==> src/rtl/instruction_fetch_unit_pkg.sv <==
// rtl/instruction_fetch_unit_pkg.sv - shared types and constants for the instruction fetch unit
// Purpose: branch-select encodings, fetch FSM states, default widths and
// opcode field position for the fetch unit and its next-PC logic.
package instruction_fetch_unit_pkg;

  localparam int INSTR_W_DEF = 16;
  localparam int PC_W_DEF    = 8;
  localparam int OFF_W_DEF   = 6;

  // Opcode occupies the top OPC_W bits of the instruction register.
  localparam int OPC_W = 5;

  typedef enum logic [1:0] {
    BS_INC  = 2'b00,
    BS_COND = 2'b01,
    BS_JR   = 2'b10,
    BS_JMP  = 2'b11
  } bs_e;

  typedef enum logic [1:0] {
    ST_IDLE  = 2'b00,
    ST_FETCH = 2'b01,
    ST_EXEC  = 2'b10
  } state_e;

  // Least significant bit of the opcode field for a given instruction width.
  function automatic int opc_lsb(input int instr_w);
    return instr_w - OPC_W;
  endfunction

endpackage

==> src/rtl/instruction_fetch_unit_if.sv <==
// rtl/instruction_fetch_unit_if.sv - instruction memory req/ack bus
// Purpose: groups the instruction memory handshake.
// Signals: imem_req (fetch request), imem_addr (fetch address),
//          imem_ack (data returned this cycle), imem_rdata (instruction word).
// Modports: master = fetch unit side, slave = memory side.
interface instruction_fetch_unit_if #(
  parameter int INSTR_W = 16,
  parameter int PC_W    = 8
);
  logic               imem_req;
  logic [PC_W-1:0]    imem_addr;
  logic               imem_ack;
  logic [INSTR_W-1:0] imem_rdata;

  modport master (
    output imem_req,
    output imem_addr,
    input  imem_ack,
    input  imem_rdata
  );

  modport slave (
    input  imem_req,
    input  imem_addr,
    output imem_ack,
    output imem_rdata
  );
endinterface

==> src/rtl/instruction_fetch_unit_next_pc_logic.sv <==
// rtl/instruction_fetch_unit_next_pc_logic.sv - combinational next program counter select
// Purpose: computes the PC that follows the executing instruction.
// Ports: pc (address of executing instruction), off (IR offset field),
//        bs/ps (branch select and polarity), zero (datapath flag),
//        ra_data (jump-register target), next_pc (result).
// All arithmetic wraps modulo 2^PC_W.
import instruction_fetch_unit_pkg::*;

module instruction_fetch_unit_next_pc_logic #(
  parameter int PC_W  = PC_W_DEF,
  parameter int OFF_W = OFF_W_DEF
) (
  input  logic [PC_W-1:0]  pc,
  input  logic [OFF_W-1:0] off,
  input  logic [1:0]       bs,
  input  logic             ps,
  input  logic             zero,
  input  logic [PC_W-1:0]  ra_data,
  output logic [PC_W-1:0]  next_pc
);

  logic [PC_W-1:0] offset_ext;
  logic [PC_W-1:0] pc_inc;
  logic [PC_W-1:0] pc_rel;
  logic            cond_taken;

  assign offset_ext = {{(PC_W-OFF_W){off[OFF_W-1]}}, off};
  assign pc_inc     = pc + PC_W'(1);
  // Relative targets are based on the executing instruction's own address.
  assign pc_rel     = pc + offset_ext;
  // Taken when zero is set and ps=0, or zero is clear and ps=1.
  assign cond_taken = ps ^ zero;

  // Unknown bs values fall through to the default increment.
  always_comb begin
    next_pc = pc_inc;
    case (bs)
      BS_INC:  next_pc = pc_inc;
      BS_COND: next_pc = cond_taken ? pc_rel : pc_inc;
      BS_JR:   next_pc = ra_data;
      BS_JMP:  next_pc = pc_rel;
      default: next_pc = pc_inc;
    endcase
  end

endmodule

==> src/rtl/instruction_fetch_unit.sv <==
// rtl/instruction_fetch_unit.sv - program counter, instruction register and fetch FSM
// Purpose: fetches instruction words over the req/ack bus, holds the
// instruction through execute and advances the PC from branch controls.
// Ports: clk, reset (async active-high), run (level enable),
//        imem (req/ack bus, master side), ir, opcode, exec_valid,
//        stall, bs, ps, zero, ra_data, pc.
import instruction_fetch_unit_pkg::*;

module instruction_fetch_unit #(
  parameter int INSTR_W = INSTR_W_DEF,
  parameter int PC_W    = PC_W_DEF,
  parameter int OFF_W   = OFF_W_DEF
) (
  input  logic                       clk,
  input  logic                       reset,
  input  logic                       run,
  instruction_fetch_unit_if.master   imem,
  output logic [INSTR_W-1:0]         ir,
  output logic [OPC_W-1:0]           opcode,
  output logic                       exec_valid,
  input  logic                       stall,
  input  logic [1:0]                 bs,
  input  logic                       ps,
  input  logic                       zero,
  input  logic [PC_W-1:0]            ra_data,
  output logic [PC_W-1:0]            pc
);

  state_e          state;
  logic            req_q;
  logic [PC_W-1:0] next_pc;

  assign imem.imem_req  = req_q;
  // pc only changes at the end of EXEC, so the address is stable for the whole fetch.
  assign imem.imem_addr = pc;
  assign opcode         = ir[opc_lsb(INSTR_W) +: OPC_W];

  instruction_fetch_unit_next_pc_logic #(
    .PC_W  (PC_W),
    .OFF_W (OFF_W)
  ) u_next_pc (
    .pc      (pc),
    .off     (ir[OFF_W-1:0]),
    .bs      (bs),
    .ps      (ps),
    .zero    (zero),
    .ra_data (ra_data),
    .next_pc (next_pc)
  );

  always_ff @(posedge clk or posedge reset) begin
    if (reset) begin
      state      <= ST_IDLE;
      pc         <= '0;
      ir         <= '0;
      req_q      <= 1'b0;
      exec_valid <= 1'b0;
    end else begin
      case (state)
        ST_IDLE: begin
          if (run) begin
            state <= ST_FETCH;
            req_q <= 1'b1;
          end
        end
        ST_FETCH: begin
          // Acks are only honoured here, where req is always high; stray acks
          // in other states never reach ir.
          if (imem.imem_ack) begin
            ir         <= imem.imem_rdata;
            req_q      <= 1'b0;
            exec_valid <= 1'b1;
            state      <= ST_EXEC;
          end
        end
        ST_EXEC: begin
          if (!stall) begin
            pc         <= next_pc;
            exec_valid <= 1'b0;
            // run is checked only here, so a fetch in flight always completes
            // and executes before the unit parks.
            if (run) begin
              state <= ST_FETCH;
              req_q <= 1'b1;
            end else begin
              state <= ST_IDLE;
            end
          end
        end
        default: begin
          state      <= ST_IDLE;
          req_q      <= 1'b0;
          exec_valid <= 1'b0;
        end
      endcase
    end
  end

endmodule
==> src/flat_wrapper.sv <==
// flat-port wrapper written by rule: the top's interface ports become plain ports
module instruction_fetch_unit_flat 
#(
  parameter int INSTR_W = INSTR_W_DEF,
  parameter int PC_W    = PC_W_DEF,
  parameter int OFF_W   = OFF_W_DEF
)
  (clk, reset, run, ir, opcode, exec_valid, stall, bs, ps, zero, ra_data, pc, imem_imem_req, imem_imem_addr, imem_imem_ack, imem_imem_rdata);
  instruction_fetch_unit_if #(.INSTR_W(INSTR_W), .PC_W(PC_W)) imem_i ();
  input  logic clk;
  input  logic reset;
  input  logic run;
  output logic [INSTR_W-1:0] ir;
  output logic [OPC_W-1:0] opcode;
  output logic exec_valid;
  input  logic stall;
  input  logic [1:0] bs;
  input  logic ps;
  input  logic zero;
  input  logic [PC_W-1:0] ra_data;
  output logic [PC_W-1:0] pc;
  output wire logic [$bits(imem_i.imem_req)-1:0] imem_imem_req;
  output wire logic [$bits(imem_i.imem_addr)-1:0] imem_imem_addr;
  input wire logic [$bits(imem_i.imem_ack)-1:0] imem_imem_ack;
  input wire logic [$bits(imem_i.imem_rdata)-1:0] imem_imem_rdata;
  assign imem_imem_req = imem_i.imem_req;
  assign imem_imem_addr = imem_i.imem_addr;
  assign imem_i.imem_ack = imem_imem_ack;
  assign imem_i.imem_rdata = imem_imem_rdata;
  instruction_fetch_unit #(.INSTR_W(INSTR_W), .PC_W(PC_W), .OFF_W(OFF_W)) u_core (.clk(clk), .reset(reset), .run(run), .imem(imem_i), .ir(ir), .opcode(opcode), .exec_valid(exec_valid), .stall(stall), .bs(bs), .ps(ps), .zero(zero), .ra_data(ra_data), .pc(pc));
endmodule
==> config.mk <==
export PLATFORM = sky130hd
export DESIGN_NAME = instruction_fetch_unit_flat
export DESIGN_NICKNAME = d
export VERILOG_FILES = /design/src/rtl/instruction_fetch_unit_pkg.sv /design/src/rtl/instruction_fetch_unit_if.sv /design/src/rtl/instruction_fetch_unit_next_pc_logic.sv /design/src/rtl/instruction_fetch_unit.sv /design/src/flat_wrapper.sv
export SDC_FILE = /design/constraint.sdc
export NUM_CORES = 1
export LEC_CHECK = 0
export ABC_AREA = 1
export CORE_UTILIZATION = 40
export CTS_CLUSTER_SIZE = 14
export DETAILED_ROUTE_END_ITERATION = 8
export PLACE_DENSITY = 0.77
export SETUP_SLACK_MARGIN = 0.5
export SYNTH_ARGS = -nofsm -noshare
export SYNTH_HDL_FRONTEND = slang
export SYNTH_SLANG_ARGS = --single-unit
==> constraint.sdc <==
create_clock -name clk -period 1.6 [get_ports clk]
set_input_delay 0.32 -clock clk [delete_from_list [all_inputs] [get_ports clk]]
set_output_delay 0.32 -clock clk [all_outputs]
set_load 0.01 [all_outputs]
==> summary.md <==
| Metric | Value |
|---|---|
| CTS Buffer Depth | `2` |
| Post-synth top area cell | `dfrtp_1` |
| Largest net degree at the start of global routing | `23` |
| Row cnt | `24` |
| Post-synth EDFFs | `0` |
| Synth top area share | `0.375` |
| Antenna diodes | `0` |
| Power per cell area | `2020 mW/mm²` |
| Headroom to the max-slew limit | `0.772` |
| Drt pass-1 iters | `4` |
| HPWL after DPL | `3480 µm` |
| Number of hold violations in the final report | `0` |
| Core area | `0.00441 mm²` |
| Critical-path top delay cell | `dfrtp_2` |
| Max Cap Viol | `0` |
| F_max | `585 MHz` |
| Max Slew Vio Count | `0` |
| Clk_lat worst skew | `0.28 ns` |
| Design area | `0.00350 mm²` |
| Cells after Synth | `225` |
| Yosys cell types | `28` |
| Register area | `713 µm²` |
| Hold/Removal Path Class | `in -> async` |
| Flops & latches, synth | `28` |
| Antenna violations before repair | `0` |
| Area occupied by multi-input gates | `0.00126 mm²` |
| Final ANT Viol Nets | `0` |
| R2R Setup Slk | `-0.11 ns` |
| Commonest cells post-synth | `60 x nand2_1, 29 x inv_1, 28 x dfrtp_1, 14 x nand3_1, 13 x buf_4` |
| Crit Path Max Fanout | `2` |
| Io pins | `72` |
| Dpl cell area | `0.00274 mm²` |
| PortBufs | `71` |
| Fin nets | `390` |
| Slew @ Worst Pin | `0.341 ns` |
| DR iter-0 viols | `121` |
| First-pass GRT wire length | `8490 µm` |
| Vias in the first global route | `1,899` |
| Seq/Total Area, Yosys | `0.375` |
| Grt ovf | `0` |
| CTS tree | `yes` |
| Startpoint Class | `register` |
| Ys flop type | `dfrtp_1` |
| Clock transition at path regs | `0.11 ns` |
| Status | `finished, violations left` |
| Residual DRC | `0` |
| Crit path cell chain | `ha_4, inv_2, fa_2, buf_4, xor2_1, o21ai_1, nand2_1, o21ai_1, o21a_1` |
| Share of cells above drive strength 1 | `0.524` |
| Cell area after synthesis | `0.00187 mm²` |
| Lkg Pwr | `1.76 nW` |
| Die Height | `70.4 µm` |
| Area of the die | `0.00495 mm²` |
| VDD IR max | `1200 µV` |
| Violated checks | `negative setup slack` |
| Yosys warning total | `0` |
| Layout area overhead | `87.1%` |
| Largest stage delay, worst path | `0.41 ns` |
| Final WL | `5970 µm` |
| Syn avg cell area | `8.31 µm²` |
| Hold WS | `0.289 ns` |
| Via count | `1,991` |
| Final Util | `0.792` |
| Htree depth | `1` |
| Final min period | `1.71 ns` |
| RSZ-0062 raised after global routing | `yes` |
| DP Cell Count | `350` |
| Skew final | `0.0106 ns` |
| Critical Path RT | `1.82 ns` |
| Most frequent cell after synthesis | `nand2_1` |
| Reg2reg end | `u_core.imem.imem_addr[2]$_DFFE_PP0P_` |
| RePlAce Congestion | `0.921` |
| Crit path arrival time | `1.93 ns` |
| Critical path class | `reg -> reg` |
| Starting Density | `0.423` |
| Total Routing Usage GR | `0.216` |
| Post-Syn Nets | `267` |
| Drt wl/cell | `15.0 µm` |
| R2r worst-path depth | `9` |
| CP dominant cell by count | `o21ai_1` |
| Die W | `70.4 µm` |
| Final setup fails | `4` |
| Sink Count | `28` |
| Vias per inst | `4.99` |
| Worst Setup End Kind | `register` |
| FF-to-FF Start | `u_core.imem.imem_addr[0]$_DFFE_PP0P_` |
| Fin crit share | `1.07` |
| Post-synth ARST share | `1.00` |
| FILL cells | `277` |
| Non-Filler Instances | `399` |
| Hold Buf Count CTS | `0` |
| Setup WS post-layout | `-0.109 ns` |
| Synth area leaders | `dfrtp_1 37%, nand2_1 12%, inv_1 5.8%` |
| Root buf cell | `clkbuf_8` |
| Total CTS buffers | `3` |
worst max-delay path: cells and delay by family, from the launching register on:
kind                       cells  cell delay, ns
AOI/OAI and AO/OA              3            0.38
adders and majority gates      2            0.48
and+or+nand+nor                1            0.08
buffers and inverters          2            0.18
xor gates and xnor gates       1            0.14
DFF                            1            0.41
cells in the final DEF, fill, tap and decap left out, types with 9 or more instances in the layout:
master,synthesis,final
buf_6,2,53
nand3_1,14,11
buf_2,0,12
dfrtp_1,28,18
nand2_2,1,9
dfrtp_2,0,10
buf_4,13,30
nand2_1,60,48
inv_1,29,24
mux2_4,6,15
clkdlybuf4s50_1,0,27
final cells by class:
class,instances,share of cell area
well taps,52,0.0186
multi-input cells,153,0.359
clock inverters,1,0.00859
inverters,31,0.0354
repair buffers,131,0.362
flip-flops and latches,28,0.204
clock buffers,3,0.0118
how the worst max path moves through the flow:
stage | start | endpoint | slack (ns) | depth (start not counted)
6_report | u_core.imem.imem_addr[0]$_DFFE_PP0P_ | u_core.imem.imem_addr[2]$_DFFE_PP0P_ | -0.11 | 9
5_1_grt | u_core.imem.imem_addr[0]$_DFFE_PP0P_ | u_core.imem.imem_addr[2]$_DFFE_PP0P_ | -0.18 | 9
2_1_floorplan | u_core.imem.imem_addr[0]$_DFFE_PP0P_ | u_core.imem.imem_addr[4]$_DFFE_PP0P_ | -0.01 | 11
4_1_cts | u_core.imem.imem_addr[0]$_DFFE_PP0P_ | u_core.imem.imem_addr[2]$_DFFE_PP0P_ | -0.04 | 9
3_5_place_dp | ps | u_core.imem.imem_addr[7]$_DFFE_PP0P_ | -0.09 | 9
3_3_place_gp | zero | u_core.imem.imem_addr[0]$_DFFE_PP0P_ | -0.07 | 9
state kept, by name, summed over array words and instances, names as in the netlist:
signal / count
u_core.exec_valid: 1
u_core.imem.imem_addr: 8
u_core.imem.imem_req: 1
u_core.ir: 16
u_core.state: 2
report_power, final:
group	internal (mW)	switching [mW]	leakage (nW)	total (mW)
registers	1.07	0.340	0.323	1.41
clock network	0.335	0.231	0.0357	0.565
logic	2.92	2.17	1.40	5.09
total	4.33	2.74	1.76	7.06
routing by layer:
layer  up-vias  GRT usage  wire, µm
met5         -          0         0
met4         0     0.0800       147
met3        14     0.0404       374
met2        95      0.368      3070
met1       922      0.270      2380
li1        960          -         -
repair_timing:
action	CTS	global route
hold endpoints to repair	0	0
endpoints found under the setup margin	64	67
pin swaps	13	25
buffers inserted	25	18
gates cloned	1	1
resized for setup	230	56
stage by stage:
step	setup TNS [ns]	setup slack, ns	total power [mW]
after global placement	-0.287	-0.0677	4.74
after detailed placement	-0.484	-0.0911	4.79
after floorplan	-0.0101	-0.0101	3.43
after global routing	-0.836	-0.182	7.53
after CTS	-0.0893	-0.0371	6.14
final	-0.254	-0.109	7.06
kinds of logic after synthesis:
group                    share of synthesized area
AND/OR/NAND/NOR                              0.216
buffers and inverters                        0.127
AO/OA/AOI/OAI                               0.0924
flip-flops                                   0.375
multiplexers                                 0.102
adder cells (fa/ha/maj)                     0.0643
XOR/XNOR                                    0.0234
(Power assumes the default switching activity.)
